**src/rtl/fft_spi_pkg.sv**
```systemverilog
// Shared definitions for the FFT SPI link (fft_spi_out transmitter and fft_spi_in receiver).
package fft_spi_pkg;

  localparam int FRAME_BITS_DEF = 256;
  localparam int BIN_WIDTH      = 16;
  localparam int SPI_MODE       = 0;

  typedef enum logic [1:0] {
    IDLE,
    RECV,
    DONE
  } spi_state_t;

endpackage

```
**src/rtl/spi_sync_edge.sv**
```systemverilog
// Multi-stage synchronizer for an asynchronous pin, plus an edge detector on the
// synchronized level.
module spi_sync_edge #(
  parameter int   STAGES    = 2,
  parameter logic RESET_VAL = 1'b0
) (
  input  logic clk,
  input  logic rst_n,
  input  logic din,
  output logic level,
  output logic rise,
  output logic fall
);

  logic [STAGES-1:0] sync_q;
  logic              prev_q;

  always_ff @(posedge clk or negedge rst_n) begin
    if (!rst_n) begin
      sync_q <= {STAGES{RESET_VAL}};
      prev_q <= RESET_VAL;
    end else begin
      sync_q <= {sync_q[STAGES-2:0], din};
      prev_q <= sync_q[STAGES-1];
    end
  end

  assign level = sync_q[STAGES-1];
  assign rise  = level & ~prev_q;
  assign fall  = ~level & prev_q;

endmodule

```
**src/rtl/fft_spi_in.sv**
```systemverilog
// SPI mode-0 slave receiver: oversamples SCLK/MOSI/CS and delivers one
// FRAME_BITS-wide frame per CS-low period, with valid/error strobes.
module fft_spi_in
  import fft_spi_pkg::*;
#(
  parameter int FRAME_BITS  = FRAME_BITS_DEF,
  parameter int SYNC_STAGES = 2
) (
  input  logic                  clk,
  input  logic                  rst_n,
  input  logic                  sclk,
  input  logic                  mosi,
  input  logic                  cs,
  output logic [FRAME_BITS-1:0] data_out,
  output logic                  frame_valid,
  output logic                  frame_error,
  output logic                  busy
);

  localparam int              CW         = $clog2(FRAME_BITS + 1);
  localparam logic [CW-1:0]   FULL       = CW'(FRAME_BITS);
  localparam int              ARM_CYCLES = SYNC_STAGES + 1;
  localparam int              AW         = $clog2(ARM_CYCLES + 1);
  localparam logic [AW-1:0]   ARM_LAST   = AW'(ARM_CYCLES);

  logic sclk_level, sclk_rise, sclk_fall;
  logic mosi_level, mosi_rise, mosi_fall;
  logic cs_level, cs_rise, cs_fall;

  spi_sync_edge #(.STAGES(SYNC_STAGES), .RESET_VAL(1'b0)) u_sclk_sync (
    .clk(clk), .rst_n(rst_n), .din(sclk),
    .level(sclk_level), .rise(sclk_rise), .fall(sclk_fall)
  );

  spi_sync_edge #(.STAGES(SYNC_STAGES), .RESET_VAL(1'b0)) u_mosi_sync (
    .clk(clk), .rst_n(rst_n), .din(mosi),
    .level(mosi_level), .rise(mosi_rise), .fall(mosi_fall)
  );

  spi_sync_edge #(.STAGES(SYNC_STAGES), .RESET_VAL(1'b1)) u_cs_sync (
    .clk(clk), .rst_n(rst_n), .din(cs),
    .level(cs_level), .rise(cs_rise), .fall(cs_fall)
  );

  logic unused_sync;
  assign unused_sync = &{1'b0, sclk_level, sclk_fall, mosi_rise, mosi_fall, cs_level};

  spi_state_t              state_q, state_d;
  logic [FRAME_BITS-1:0]   shift_q;
  logic [CW-1:0]           count_q;
  logic                    ovf_q;
  logic                    pend_q;
  logic [AW-1:0]           arm_q;
  logic                    armed;
  logic                    start, accept, reject;

  // A CS pin held low through reset shows up as a fall once the synchronizer
  // settles; ignoring falls until then keeps partial frames out.
  assign armed = (arm_q == ARM_LAST);

  always_comb begin
    state_d = state_q;
    busy    = 1'b0;
    start   = 1'b0;
    accept  = 1'b0;
    reject  = 1'b0;
    case (state_q)
      IDLE: begin
        if (armed && (cs_fall || pend_q)) begin
          start   = 1'b1;
          state_d = RECV;
        end
      end
      RECV: begin
        busy = 1'b1;
        if (cs_rise) state_d = DONE;
      end
      DONE: begin
        state_d = IDLE;
        if (count_q == FULL && !ovf_q) accept = 1'b1;
        else                           reject = 1'b1;
      end
      default: state_d = IDLE;
    endcase
  end

  always_ff @(posedge clk or negedge rst_n) begin
    if (!rst_n) begin
      state_q     <= IDLE;
      shift_q     <= '0;
      count_q     <= '0;
      ovf_q       <= 1'b0;
      pend_q      <= 1'b0;
      arm_q       <= '0;
      data_out    <= '0;
      frame_valid <= 1'b0;
      frame_error <= 1'b0;
    end else begin
      state_q     <= state_d;
      frame_valid <= accept;
      frame_error <= reject;
      if (accept) data_out <= shift_q;
      if (!armed) arm_q <= arm_q + 1'b1;

      // A fall arriving during DONE is held for the following IDLE cycle.
      if (state_q == DONE && cs_fall && armed) pend_q <= 1'b1;
      else if (state_q == IDLE)                pend_q <= 1'b0;

      if (start) begin
        count_q <= '0;
        ovf_q   <= 1'b0;
      end else if (state_q == RECV && sclk_rise) begin
        shift_q <= {shift_q[FRAME_BITS-2:0], mosi_level};
        if (count_q == FULL) ovf_q   <= 1'b1;
        else                 count_q <= count_q + 1'b1;
      end
    end
  end

endmodule

```
**config.mk**
```make
export PLATFORM = sky130hd
export DESIGN_NAME = fft_spi_in
export DESIGN_NICKNAME = d
export VERILOG_FILES = /design/src/rtl/fft_spi_pkg.sv /design/src/rtl/spi_sync_edge.sv /design/src/rtl/fft_spi_in.sv
export SDC_FILE = /design/constraint.sdc
export NUM_CORES = 1
export LEC_CHECK = 0
export CAP_MARGIN = 15
export CORE_MARGIN = 2
export CORE_UTILIZATION = 45
export CTS_CLUSTER_DIAMETER = 80
export DETAILED_ROUTE_END_ITERATION = 7
export PLACE_DENSITY_LB_ADDON = 0.3
export SETUP_SLACK_MARGIN = 0.02
export SLEW_MARGIN = 20
export SYNTH_ARGS = -nofsm -noshare
export SYNTH_HDL_FRONTEND = slang
export SYNTH_SLANG_ARGS = --single-unit
```
**constraint.sdc**
```tcl
create_clock -name clk -period 5.8 [get_ports clk]
set_input_delay 0.87 -clock clk [delete_from_list [all_inputs] [get_ports clk]]
set_output_delay 0.87 -clock clk [all_outputs]
set_load 0.03 [all_outputs]
```
Word level (Yosys, flattened, before mapping)
Cells that the tools add are included.
- logic and storage cells: 63
- ROM bits: 0
- memories kept: 0
- latch bits: 0
- RAM bits: 0
- flip-flop bits (word level): 537
- shift-type cells: 0
- multipliers: 0
- bitwise gates (word level): 7
- equal/unequal tests: 7
- reduce and logical (&&, ||, !) cells: 15
- div/mod/pow operators: 0
- $lt $le $gt $ge: 0
- mux-type cells: 18
- add/sub/neg operators: 2
- operator list (operator ; number):
    $mux W9 ; 3
    $mux W1 ; 12
    $add A9 B1 Y9 const B ; 1
    $eq A9 B9 Y1 const B ; 1
    $reduce_and A2 Y1 ; 4
    $ne A2 B2 Y1 const B ; 3
    $reduce_bool A2 Y1 ; 3
    $logic_and A1 B1 Y1 ; 5
    $eq A2 B2 Y1 const B ; 2
    $mux W2 ; 2
    $not A1 Y1 ; 4
    $pmux W2 S2 ; 1
    $and A1 B1 Y1 ; 3
    $add A2 B1 Y2 const B ; 1
    $eq A2 B1 Y1 const B ; 1
    $logic_not A2 Y1 ; 1
    $logic_not A1 Y1 ; 1
    $logic_or A1 B1 Y1 ; 1

Longest topological paths before layout
Gate-level depths: netlist (run 1).
- depth after elaboration: 8
- mapped depth: 8

Cells and area by module
From an unflattened synthesis (run 1), not the netlist that was laid out.
- cells, all modules: 1722
- area, all modules: 20140.6 um2
- modules (own cells, without submodules) (module ; area an instance (um2) ; times used ; cells each ; seq. area each (um2)):
    fft_spi_in ; 19866.6 ; 1 ; 1707 ; 13237.7
    spi_sync_edge (u_mosi_sync ...) ; 90.1 ; 2 ; 5 ; 75.1
    spi_sync_edge (u_cs_sync) ; 93.8 ; 1 ; 5 ; 78.8

Worst setup path before layout (run 1)
No wires, ideal clock.
- path type: register -> register
- from: reg count_q[7]
- to: reg data_out[165]
- arrival: 1.809 ns
- stages on the path, launching flop included: 7
- data required time: 5.675 ns
- path slack: 3.866 ns
- setup time: 0.125 ns
- period minus slack after synthesis: 1.934 ns
- path buffers: 2
- cells stage by stage: dfrtp_1 > nor4_2 > nand3_1 > nor3_4 > buf_4 > buf_6 > mux2_2
- longest elaborated chain between the ends: 4
- RTL lines (element ; RTL line ; text):
    start, declared ; fft_spi_in.sv:50 ; logic [CW-1:0] count_q;
    start signal, assigned ; fft_spi_in.sv:115 ; else count_q <= count_q + 1'b1;
    $eq A9 B9 Y1 ; fft_spi_in.sv:80 ; if (count_q == FULL && !ovf_q) accept = 1'b1;
    $logic_and A1 B1 Y1 ; fft_spi_in.sv:80 ;
    $mux W1 ; fft_spi_in.sv:80 ;
    $mux W1 ; fft_spi_in.sv:67 ; case (state_q)
    end signal, assigned ; fft_spi_in.sv:102 ; if (accept) data_out <= shift_q;
    end, declared ; fft_spi_in.sv:14 ; output logic [FRAME_BITS-1:0] data_out,
No other way between the ends.
A chain may end at the register's enable or synchronous reset.

Worst setup path in the final report (run 1)
- from: reg state_q[0]
- to: out busy
- longest elaborated chain between the ends: 2
- RTL lines (element ; RTL line ; text):
    start, declared ; fft_spi_in.sv:48 ; spi_state_t state_q, state_d;
    start signal, assigned ; fft_spi_in.sv:99 ; state_q <= state_d;
    $eq A2 B1 Y1 ; fft_spi_in.sv:67 ;
    $mux W1 ; fft_spi_in.sv:67 ;
    end, declared ; fft_spi_in.sv:17 ; output logic busy
No other way between the ends.

==> results_dict.tcl, run 1 <==
set metrics [dict create \
    worst-path-buf-inv 2 \
    synthMostInstantiatedCell "dfrtp_1" \
    finalClockSkew_ns 0.0102 \
    worst_skew_pair.late_latency_ns 0.58 \
    route.final.wire_length_mm 36.1 \
    post-route-period-util_pct 48.6 \
    place_hpwl_mm 22.4 \
    fp.dieW_um 215 \
    cap_viol_max_count 0 \
    antenna_found_initial 1 \
    postCtsSetupRepairBufs 0 \
    dieArea_mm2 0.0461 \
    insertedDiodeCount 0 \
    place_ws_ns 3.11 \
    synth_top_cells_by_count "dfrtp_1 (534), mux2_2 (490), buf_2 (27)" \
    timing.final.setup_violations 0 \
    place.gp.congestion 0.707 \
    ys_async_sr_fraction_pct 100 \
    outcome "finished, final reports clean" \
    max_slew_headroom_at_the_worst_pin_pct 34.7 \
    maximum_level_of_the_cts_h_tree 2 \
    layout_min_cycle_time_ns 2.82 \
    cts_hold_buffers 0 \
    cts.clk_slew.worst_paths_ns 0.06 \
    core_mm2 0.0440 \
    crit_path_arrival_time_ns 1.95 \
    crit_path_end_kind "output pin" \
    vdd_ir_drop_max_v 0.000224 \
    clk_buf_depth 3 \
    critical_path.slowest_cell "clkdlybuf4s50_1" \
    grt_pass1_vias 11000 \
    setup_slack_ns 2.98 \
    reg2reg_from "count_q[7]" \
    synth.yosys.warnings 0 \
    worst-path-max-fanout 4 \
    initial_core_utilization_pct 45.4 \
    synth_sequential_area_ratio_pct 67.3 \
    tritoncts "yes" \
    timing.reg2reg.worst_path_depth 5 \
    detailroute.via_count 10400 \
    drc 0 \
    totalPowerFinal_mw 7.85 \
    critPathTopFamily "buffers and inverters" \
    synth_top_area_share_pct 66.9 \
    drt_first_pass_iters 4 \
    cts_buffers 54 \
    port_buffers 263 \
    signed_area_change_from_the_synthesized_netlist_to_the_final_layout_pct 25.4 \
    number_of_enable_type_register_cells_in_the_synthesized_netlist 0 \
    worstPathCellList "inv_1 -> nor2_1 -> clkdlybuf4s50_1" \
    synth.cell_area_mm2 0.0200 \
    layout.area.seq_mm2 0.0134 \
    power_density_mw_per_mm2 314 \
    detail_route.wl_per_cell_um 17.4 \
    maximum_number_of_pins_on_one_net_before_global_route_repair 154 \
    syn_nets 1176 \
    multi_input_comb_area_mm2 0.00616 \
    hp-class "in -> async" \
    worst_hold_slack_ns 0.308 \
    slew_violations 0 \
    synthesis.area_per_instance_um2 17.1 \
    ys_top_cells_by_area "dfrtp_1 (67%), mux2_2 (28%), mux2_1 (1.4%)" \
    adder_and_majority_cell_fraction_of_the_synthesized_area_pct 0.188 \
    row_count 77 \
    fin_nets 1448 \
    wire_length_of_the_first_global_routing_pass_mm 59.9 \
    gr-total-overflow 0 \
    crit_type "reg -> out" \
    n_fill_cell 3484 \
    globalRouteTotalUtil_pct 16.0 \
    synth.ff_latch_count 537 \
    critical-path-max-stage-delay_ns 0.74 \
    power_leakage_nw 12.2 \
    post_cts_resized 0 \
    finalSetupTns_ns 0 \
    synth_top_family_by_area "multiplexers" \
    detail-route-antenna-nets 0 \
    synth-simple-area-share_pct 1.08 \
    num_io_pins 264 \
    r2r_end "data_out[188]" \
    post_synthesis_compound_gate_area_fraction_pct 0.351 \
    grt_setup_unrepaired "false" \
    ys_types 32 \
    max_clock_freq_mhz 355 \
    via_per_inst 5.00 \
    drive_gt1_share_pct 40.0 \
    worst_ep_required_time_ns 4.93 \
    yosys-mux-area-fraction_pct 29.0 \
    synthCells 1168 \
    clock_tree.root_cell "clkbuf_16" \
    first_iter_violations 473 \
    post_synth_xor_area_fraction_pct 0.175 \
    timing.final.hold_violations 0 \
    start_kind "flop" \
    rrSetupSlack_ns 3.11 \
    fp.dieH_um 215 \
    worst_slew_pin_tran_ns 0.979 \
    yosys.area.top_type "dfrtp_1" \
    clock_sinks 537 \
    dominantRegCellSynth "dfrtp_1" \
]
power breakdown:
group | internal (mW) | switching, mW
Combinational | 0.134 | 0.223
Sequential | 3.79 | 0.0356
Clock | 2.27 | 1.40
Total | 6.19 | 1.66
through the flow:
stage          std cells  instance area (um2)  util (%)
2_1_floorplan       1168                20000         -
3_3_place_gp        1976                23100      52.5
3_5_place_dp        1976                23100      52.5
4_1_cts             2077                25000      56.9
5_1_grt             2077                25000      56.9
6_report            2077                25000      56.9
metal layers:
metal  GRT usage, %  up-vias  wire [um]
met1           21.1     5421      16000
met3           5.26       65       2280
met2           25.1      209      17000
met4           4.86        2        818
met5              0        -         12
li1               -     4691          -
sequential cells by signal, summed over array words and instances (netlist names):
register and cells:
data_out 256, shift_q 256, count_q 9, arm_q 2, state_q 2, u_cs_sync.sync_q 2, u_mosi_sync.sync_q 2, u_sclk_sync.sync_q 2
frame_error 1, frame_valid 1, ovf_q 1, pend_q 1, u_cs_sync.prev_q 1, u_sclk_sync.prev_q 1
layout by cell type (no fill, tap or decap), types with 2 or more instances in the layout:
master,instances
dfrtp_1,534
mux2_2,490
clkdlybuf4s50_1,262
clkbuf_16,57
mux2_1,24
clkbuf_1,14
clkbuf_8,13
nor2_1,11
nand2_1,9
clkinv_2,9
bufinv_16,7
buf_4,5
buf_12,5
nand4_1,4
inv_1,3
nand3_1,3
o211ai_1,3
xor2_1,3
ha_1,3
dfstp_2,3
and2_1,2
nor2b_1,2
o21ai_0,2
o31ai_1,2
or4_1,2
worst reg2reg max path, stage by stage (launching register included):
cell	delay, ns
dfrtp_1	0.41
nor4_2	0.33
nand3_1	0.26
nor3_4	0.30
buf_4	0.77
mux2_2	0.50
layout make-up:
class / instances / area share, %
Sequential cell: 537 / 53.7
Multi-Input combinational cell: 571 / 24.6
Timing Repair Buffer: 273 / 11.1
Clock buffer: 84 / 6.62
Tap cell: 592 / 2.96
Clock inverter: 17 / 1.05
Inverter: 3 / 0.0450
how the worst max path moves through the flow:
stage                     startpoint            end  cells past startpoint
after floorplan           count_q[7]  data_out[165]                      6
after global placement    state_q[1]     count_q[8]                      5
after detailed placement  state_q[1]     count_q[8]                      5
after CTS                 state_q[0]           busy                      3
after global routing      state_q[0]           busy                      3
final                     state_q[0]           busy                      3
kinds of logic (layout without fill, tap and decap cells):
kind of cell	after synthesis	in the layout
AO/OA/AOI/OAI	10	10
flip-flops	537	537
adder cells (fa/ha/maj)	3	3
AND/OR/NAND/NOR	39	39
multiplexers	515	515
XOR/XNOR	4	4
buffers and inverters	60	377
No activity file was read; power rests on OpenSTA's default activity.
==> run 2, diff against run 1 <==
==> constraint.sdc (replaced) <==
create_clock -name clk -period 2.7 [get_ports clk]
set_input_delay 0.405 -clock clk [delete_from_list [all_inputs] [get_ports clk]]
set_output_delay 0.405 -clock clk [all_outputs]
set_load 0.03 [all_outputs]
==> run 2 against run 1 <==
  * Non-clock buffer count rose by 11
  * Count of clock-buffer cells in the layout decreased by 3
  * Largest cell class unchanged
  * Largest power group unchanged
  * Final cell count rose by 0.48%
  * First-iteration DRC count rose by 12%
  * Sequential power increased by 110%
  * Critical endpoint is now data_out[94]
  * Global-route usage up 0.41 points
  * Setup slack worse by 2.7 ns
  * Highest routed layer unchanged
  * Via count is 0.65% higher
==> results_dict.tcl, run 2 (synthesis results as in run 1) <==
set metrics [dict create \
    worst_slew_pin_tran_ns 0.750 \
    cell_internal_pwr_mw 13.5 \
    core_mm2 0.0440 \
    globalRouteTotalUtil_pct 16.4 \
    grt_pass1_vias 11200 \
    outcome "finished, final reports clean" \
    combPwrFrac_pct 4.7 \
    worst_skew_pair.late_latency_ns 0.58 \
    clk_buf_depth 3 \
    insertedDiodeCount 0 \
    switching_share_pct 21.0 \
    worstHoldEndpoint "u_cs_sync.sync_q[0]" \
    fin_nets 1459 \
    wire_length_of_the_first_global_routing_pass_mm 61.3 \
    detailroute.via_count 10500 \
    power_density_mw_per_mm2 677 \
    route.final.wire_length_mm 36.7 \
    layout_min_cycle_time_ns 2.43 \
    grt_setup_unrepaired "false" \
    worstPathCellList "nor4_2 -> nand3_1 -> nor3_4 -> buf_12 -> mux2_2" \
    clock_sinks 537 \
    antenna_found_initial 1 \
    detail-route-antenna-nets 0 \
    timing.final.hold_violations 0 \
    cap_viol_max_count 0 \
    gr-total-overflow 0 \
    totalPowerFinal_mw 17.1 \
    power_leakage_nw 12.3 \
    maximum_level_of_the_cts_h_tree 2 \
    final_core_util_pct 57.4 \
    num_io_pins 264 \
    cts.clk_slew.worst_paths_ns 0.06 \
    most_common_cell_after_layout_fill_and_taps_aside "dfrtp_1" \
    finalClockSkew_ns 0.0173 \
    critPathTopFamily "simple AND/OR/NAND/NOR gates" \
    critical-path-max-stage-delay_ns 0.48 \
    fp.dieH_um 215 \
    largest_registers "data_out: 256 flops, shift_q: 256 flops, count_q: 9 flops" \
    max_slew_headroom_at_the_worst_pin_pct 49.4 \
    r2r_end "data_out[94]" \
    drive_gt1_share_pct 40.7 \
    dieArea_mm2 0.0461 \
    rrSetupSlack_ns 0.27 \
    slew_violations 0 \
    crit_path_end_kind "flop" \
    clock_tree.root_cell "clkbuf_16" \
    post-route-period-util_pct 89.9 \
    timing.final.setup_violations 0 \
    signed_area_change_from_the_synthesized_netlist_to_the_final_layout_pct 26.6 \
    finalSetupTns_ns 0 \
    crit_path_arrival_time_ns 2.89 \
    share_seq_of_total_power_pct 48.0 \
    drc 0 \
    clockPowerShare_pct 47.3 \
    first_iter_violations 529 \
    timing.hold.worst_path_depth 1 \
    via_per_inst 5.01 \
    port_buffers 263 \
    critical_path.slowest_cell "buf_12" \
    hp-class "in -> reg" \
    tritoncts "yes" \
    worst_hold_slack_ns 0.229 \
    place_hpwl_mm 23.3 \
    fp.dieW_um 215 \
    vdd_ir_drop_max_v 0.000451 \
    start_kind "flop" \
    total_switching_power_mw 3.60 \
    drt_first_pass_iters 4 \
    hold_path_startpoint "cs" \
    maximum_number_of_pins_on_one_net_before_global_route_repair 120 \
    cts_buffers 54 \
    worst-path-buf-inv 1 \
    max_clock_freq_mhz 412 \
    worst-path-max-fanout 119 \
    row_count 77 \
    place.gp.congestion 0.714 \
    reg2reg_from "count_q[7]" \
    layout.cells.most_common_list "dfrtp_1 (534), mux2_2 (490), clkdlybuf4s50_1 (262)" \
    timing.reg2reg.worst_path_depth 5 \
    post_cts_resized 0 \
    worst_ep_required_time_ns 3.16 \
    initial_core_utilization_pct 45.4 \
    detail_route.wl_per_cell_um 17.6 \
    crit_type "reg -> reg" \
]
[run 2: through the flow]
step                      cells  instance area (um2)  setup slack [ns]
final                      2087                25300             0.274
after CTS                  2087                25300             0.292
after floorplan            1168                20000             0.766
after global routing       2087                25300            0.0833
after detailed placement   1986                23300             0.287
after global placement     1986                23300             0.362
[run 2: worst reg2reg max path, stage by stage (launching register included)]
cell     delay (ns)
dfrtp_1        0.42
nor4_2         0.32
nand3_1        0.26
nor3_4         0.28
buf_12         0.48
mux2_2         0.57
[run 2: power by group through the flow]
stage / Sequential [mW] / Combinational (mW) / Clock, mW
3_5_place_dp: 8.36 / 0.824 / 0
2_1_floorplan: 8.34 / 0.500 / 0
5_1_grt: 8.22 / 0.884 / 8.70
4_1_cts: 8.21 / 0.828 / 8.35
6_report: 8.21 / 0.802 / 8.10
3_3_place_gp: 8.35 / 0.812 / 0
[run 2: what timing repair did]
action / CTS / global route
hold buffers: 1 / 0
buffers inserted: 0 / 0
endpoints found under the setup margin: 0 / 0
endpoints found under the hold margin: 41 / 0
[run 2: worst max-delay path by stage]
stage                          endpoint  startpoint  slack (ns)  cells past startpoint
after floorplan           data_out[165]  count_q[7]        0.77                      6
after global placement    data_out[101]  count_q[5]        0.36                      5
after detailed placement  data_out[101]  count_q[7]        0.29                      5
after CTS                 data_out[101]  count_q[7]        0.29                      5
after global routing      data_out[101]  count_q[7]        0.08                      5
final                      data_out[94]  count_q[7]        0.27                      5
[run 2: cell type report]
class	count	area (um2)
multi-input combinational	571	6160
fill	3482	18700
sequential	537	13400
clock buffer	81	1640
tap	592	741
timing repair buffer	284	2950
inverter	3	11.3
clock inverter	19	334
[run 2: metal layers]
metal | share of wire, % | track usage, % | vias to the layer above
met5 | 0.030 | 0 | -
met4 | 1.9 | 5.16 | 2
met3 | 6.4 | 4.81 | 50
met2 | 47 | 25.6 | 183
met1 | 44 | 22.1 | 5514
li1 | - | - | 4707
==> run 3, diff against run 2 <==
--- a/config.mk
+++ b/config.mk
@@ -6,8 +6,10 @@
 export NUM_CORES = 1
 export LEC_CHECK = 0
 export CAP_MARGIN = 15
+export CELL_PAD_IN_SITES_DETAIL_PLACEMENT = 0
+export CELL_PAD_IN_SITES_GLOBAL_PLACEMENT = 2
 export CORE_MARGIN = 2
-export CORE_UTILIZATION = 45
+export CORE_UTILIZATION = 40
 export CTS_CLUSTER_DIAMETER = 80
 export DETAILED_ROUTE_END_ITERATION = 7
 export PLACE_DENSITY_LB_ADDON = 0.3
==> run 3 against run 2 <==
  * Setup slack better by 0.023 ns
  * Hold slack worse by 0.011 ns
  * Clock skew about the same
  * Global-route usage down 1.4 points
  * Sequential power about the same
  * Largest power group unchanged
  * Register-to-register slack better by 0.02 ns
  * Count of clock-buffer cells in the layout up 7
  * Critical endpoint is now data_out[102]
==> results_dict.tcl, run 3 (synthesis results as in run 1) <==
set metrics [dict create \
    post-route-period-util_pct 89.0 \
    grt_pass1_vias 11000 \
    detailroute.via_count 10500 \
    grt_setup_unrepaired "false" \
    worstPathCellList "inv_1 -> ha_1 -> and2_1 -> nand3_1 -> nor3_4 -> buf_12 -> mux2_2" \
    cts_buffers 56 \
    cts_hold_buffers 1 \
    postCtsSetupRepairBufs 0 \
    place.gp.congestion 0.698 \
    globalRoute.busiestLayer "met2" \
    worstHoldEndpoint "u_cs_sync.sync_q[0]" \
    largest_registers "data_out: 256 flops, shift_q: 256 flops, count_q: 9 flops" \
    first_iter_violations 411 \
    globalRouteTotalUtil_pct 15.0 \
    worst-path-max-fanout 73 \
    combPwrFrac_pct 4.9 \
    hold_path_startpoint "cs" \
    clock_tree.root_cell "clkbuf_16" \
    fp.dieH_um 227 \
    dieArea_mm2 0.0517 \
    tritoncts "yes" \
    cap_viol_max_count 0 \
    hp-class "in -> reg" \
    rrSetupSlack_ns 0.30 \
    setup_slack_ns 0.297 \
    critPathTopFamily "simple AND/OR/NAND/NOR gates" \
    initial_core_utilization_pct 40.6 \
    vdd_ir_drop_max_v 0.000432 \
    drt_first_pass_iters 4 \
    crit_path_arrival_time_ns 2.87 \
    worst_slew_pin_tran_ns 0.862 \
    timing.final.setup_violations 0 \
    most_common_cell_after_layout_fill_and_taps_aside "dfrtp_1" \
    max_slew_headroom_at_the_worst_pin_pct 41.9 \
    row_count 81 \
    route.final.wire_length_mm 38.3 \
    total_switching_power_mw 3.66 \
    outcome "finished, final reports clean" \
    num_io_pins 264 \
    drive_gt1_share_pct 40.7 \
    worst_hold_slack_ns 0.218 \
    place_ws_ns 0.328 \
    signed_area_change_from_the_synthesized_netlist_to_the_final_layout_pct 27.0 \
    core_mm2 0.0492 \
    drc 0 \
    finalSetupTns_ns 0 \
    slew_violations 0 \
    switching_share_pct 21.9 \
    gr-total-overflow 0 \
    power_density_mw_per_mm2 659 \
    critical_path.slowest_cell "dfrtp_1" \
    antenna_found_initial 1 \
    maximum_level_of_the_cts_h_tree 2 \
    max_clock_freq_mhz 416 \
    instance_area_after_placement_mm2 0.0235 \
    fin_nets 1470 \
    post_cts_resized 0 \
    worst_ep_required_time_ns 3.16 \
    layout_min_cycle_time_ns 2.40 \
    cell_internal_pwr_mw 13.1 \
    multi_input_comb_area_mm2 0.00616 \
    start_kind "flop" \
    n_fill_cell 4109 \
    timing.final.hold_violations 0 \
    via_per_inst 4.82 \
    timing.reg2reg.worst_path_depth 7 \
    clock_sinks 537 \
    detail_route.wl_per_cell_um 17.7 \
    layout.area.seq_mm2 0.0134 \
    global_route.usage.met2_pct 23.2 \
    crit_type "reg -> reg" \
    timing.hold.worst_path_depth 1 \
    place_hpwl_mm 24.4 \
    worst-path-buf-inv 2 \
    maximum_number_of_pins_on_one_net_before_global_route_repair 107 \
    cts.clk_slew.worst_paths_ns 0.06 \
    critical-path-max-stage-delay_ns 0.44 \
    clockPowerShare_pct 45.9 \
    layout.cells.most_common_list "dfrtp_1 (534), mux2_2 (490), clkdlybuf4s50_1 (262)" \
    fp.dieW_um 227 \
    detail-route-antenna-nets 0 \
    crit_path_end_kind "flop" \
    port_buffers 263 \
    r2r_end "data_out[102]" \
    postLayoutCellArea_mm2 0.0254 \
    reg2reg_from "count_q[0]" \
    worst_skew_pair.late_latency_ns 0.59 \
    finalClockSkew_ns 0.0169 \
    grt_use_met3_pct 5.56 \
    clk_buf_depth 3 \
    final_core_util_pct 51.6 \
    use_met1_pct 20.0 \
    share_seq_of_total_power_pct 49.2 \
    insertedDiodeCount 0 \
    power_leakage_nw 12.3 \
    wire_length_of_the_first_global_routing_pass_mm 61.5 \
]
-- run 3: cell types whose count changed in the layout (fill, tap and decap cells not counted), sizes merged --
| cell | before | now |
|---|---|---|
| buf | 21 | 30 |
| clkinv | 8 | 7 |
| bufinv | 9 | 3 |
| inv | 4 | 6 |
| clkinvlp | 1 | 0 |
| clkbuf | 81 | 88 |
-- run 3: how the worst max path moves through the flow --
| stage | from | endpoint | slack, ns | cells after the start |
|---|---|---|---|---|
| 6_report | count_q[0] | data_out[102] | 0.30 | 7 |
| 5_1_grt | count_q[7] | data_out[102] | 0.12 | 5 |
| 4_1_cts | count_q[0] | data_out[102] | 0.29 | 7 |
| 3_5_place_dp | count_q[0] | data_out[213] | 0.33 | 8 |
| 3_3_place_gp | count_q[7] | data_out[123] | 0.37 | 5 |
| 2_1_floorplan | count_q[7] | data_out[165] | 0.77 | 6 |
-- run 3: worst reg2reg max path: stages (launching register included) --
cell	delay, ns
dfrtp_1	0.44
inv_1	0.08
ha_1	0.13
and2_1	0.14
nand3_1	0.21
nor3_4	0.40
buf_12	0.36
mux2_2	0.53
-- run 3: power groups by stage --
stage,clock (mW),sequential (mW),combinational (mW)
3_5_place_dp,0,8.36,0.843
4_1_cts,7.97,8.21,0.847
3_3_place_gp,0,8.36,0.835
6_report,7.68,8.22,0.817
5_1_grt,8.30,8.22,0.906
2_1_floorplan,0,8.34,0.500
-- run 3: layout make-up --
| cell class | instances | share of cell area, % |
|---|---|---|
| Inverter | 3 | 0.0444 |
| Timing Repair Buffer | 293 | 12.1 |
| Sequential cell | 537 | 53.0 |
| Tap cell | 664 | 3.28 |
| Clock buffer | 88 | 6.71 |
| Multi-Input combinational cell | 571 | 24.3 |
| Clock inverter | 13 | 0.607 |
-- run 3: stage by stage --
stage / std cells / total power [mW]
floorplan: 1168 / 8.84
global placement: 2067 / 9.19
detailed placement: 2067 / 9.20
CTS: 2169 / 17.0
global route: 2169 / 17.4
finish: 2169 / 16.7
-- run 3: per-layer routing --
metal | vias to the layer above | part of all wire [%]
met5 | - | 0.042
met4 | 2 | 1.6
met3 | 51 | 7.4
met2 | 185 | 47
met1 | 5479 | 44
li1 | 4736 | -
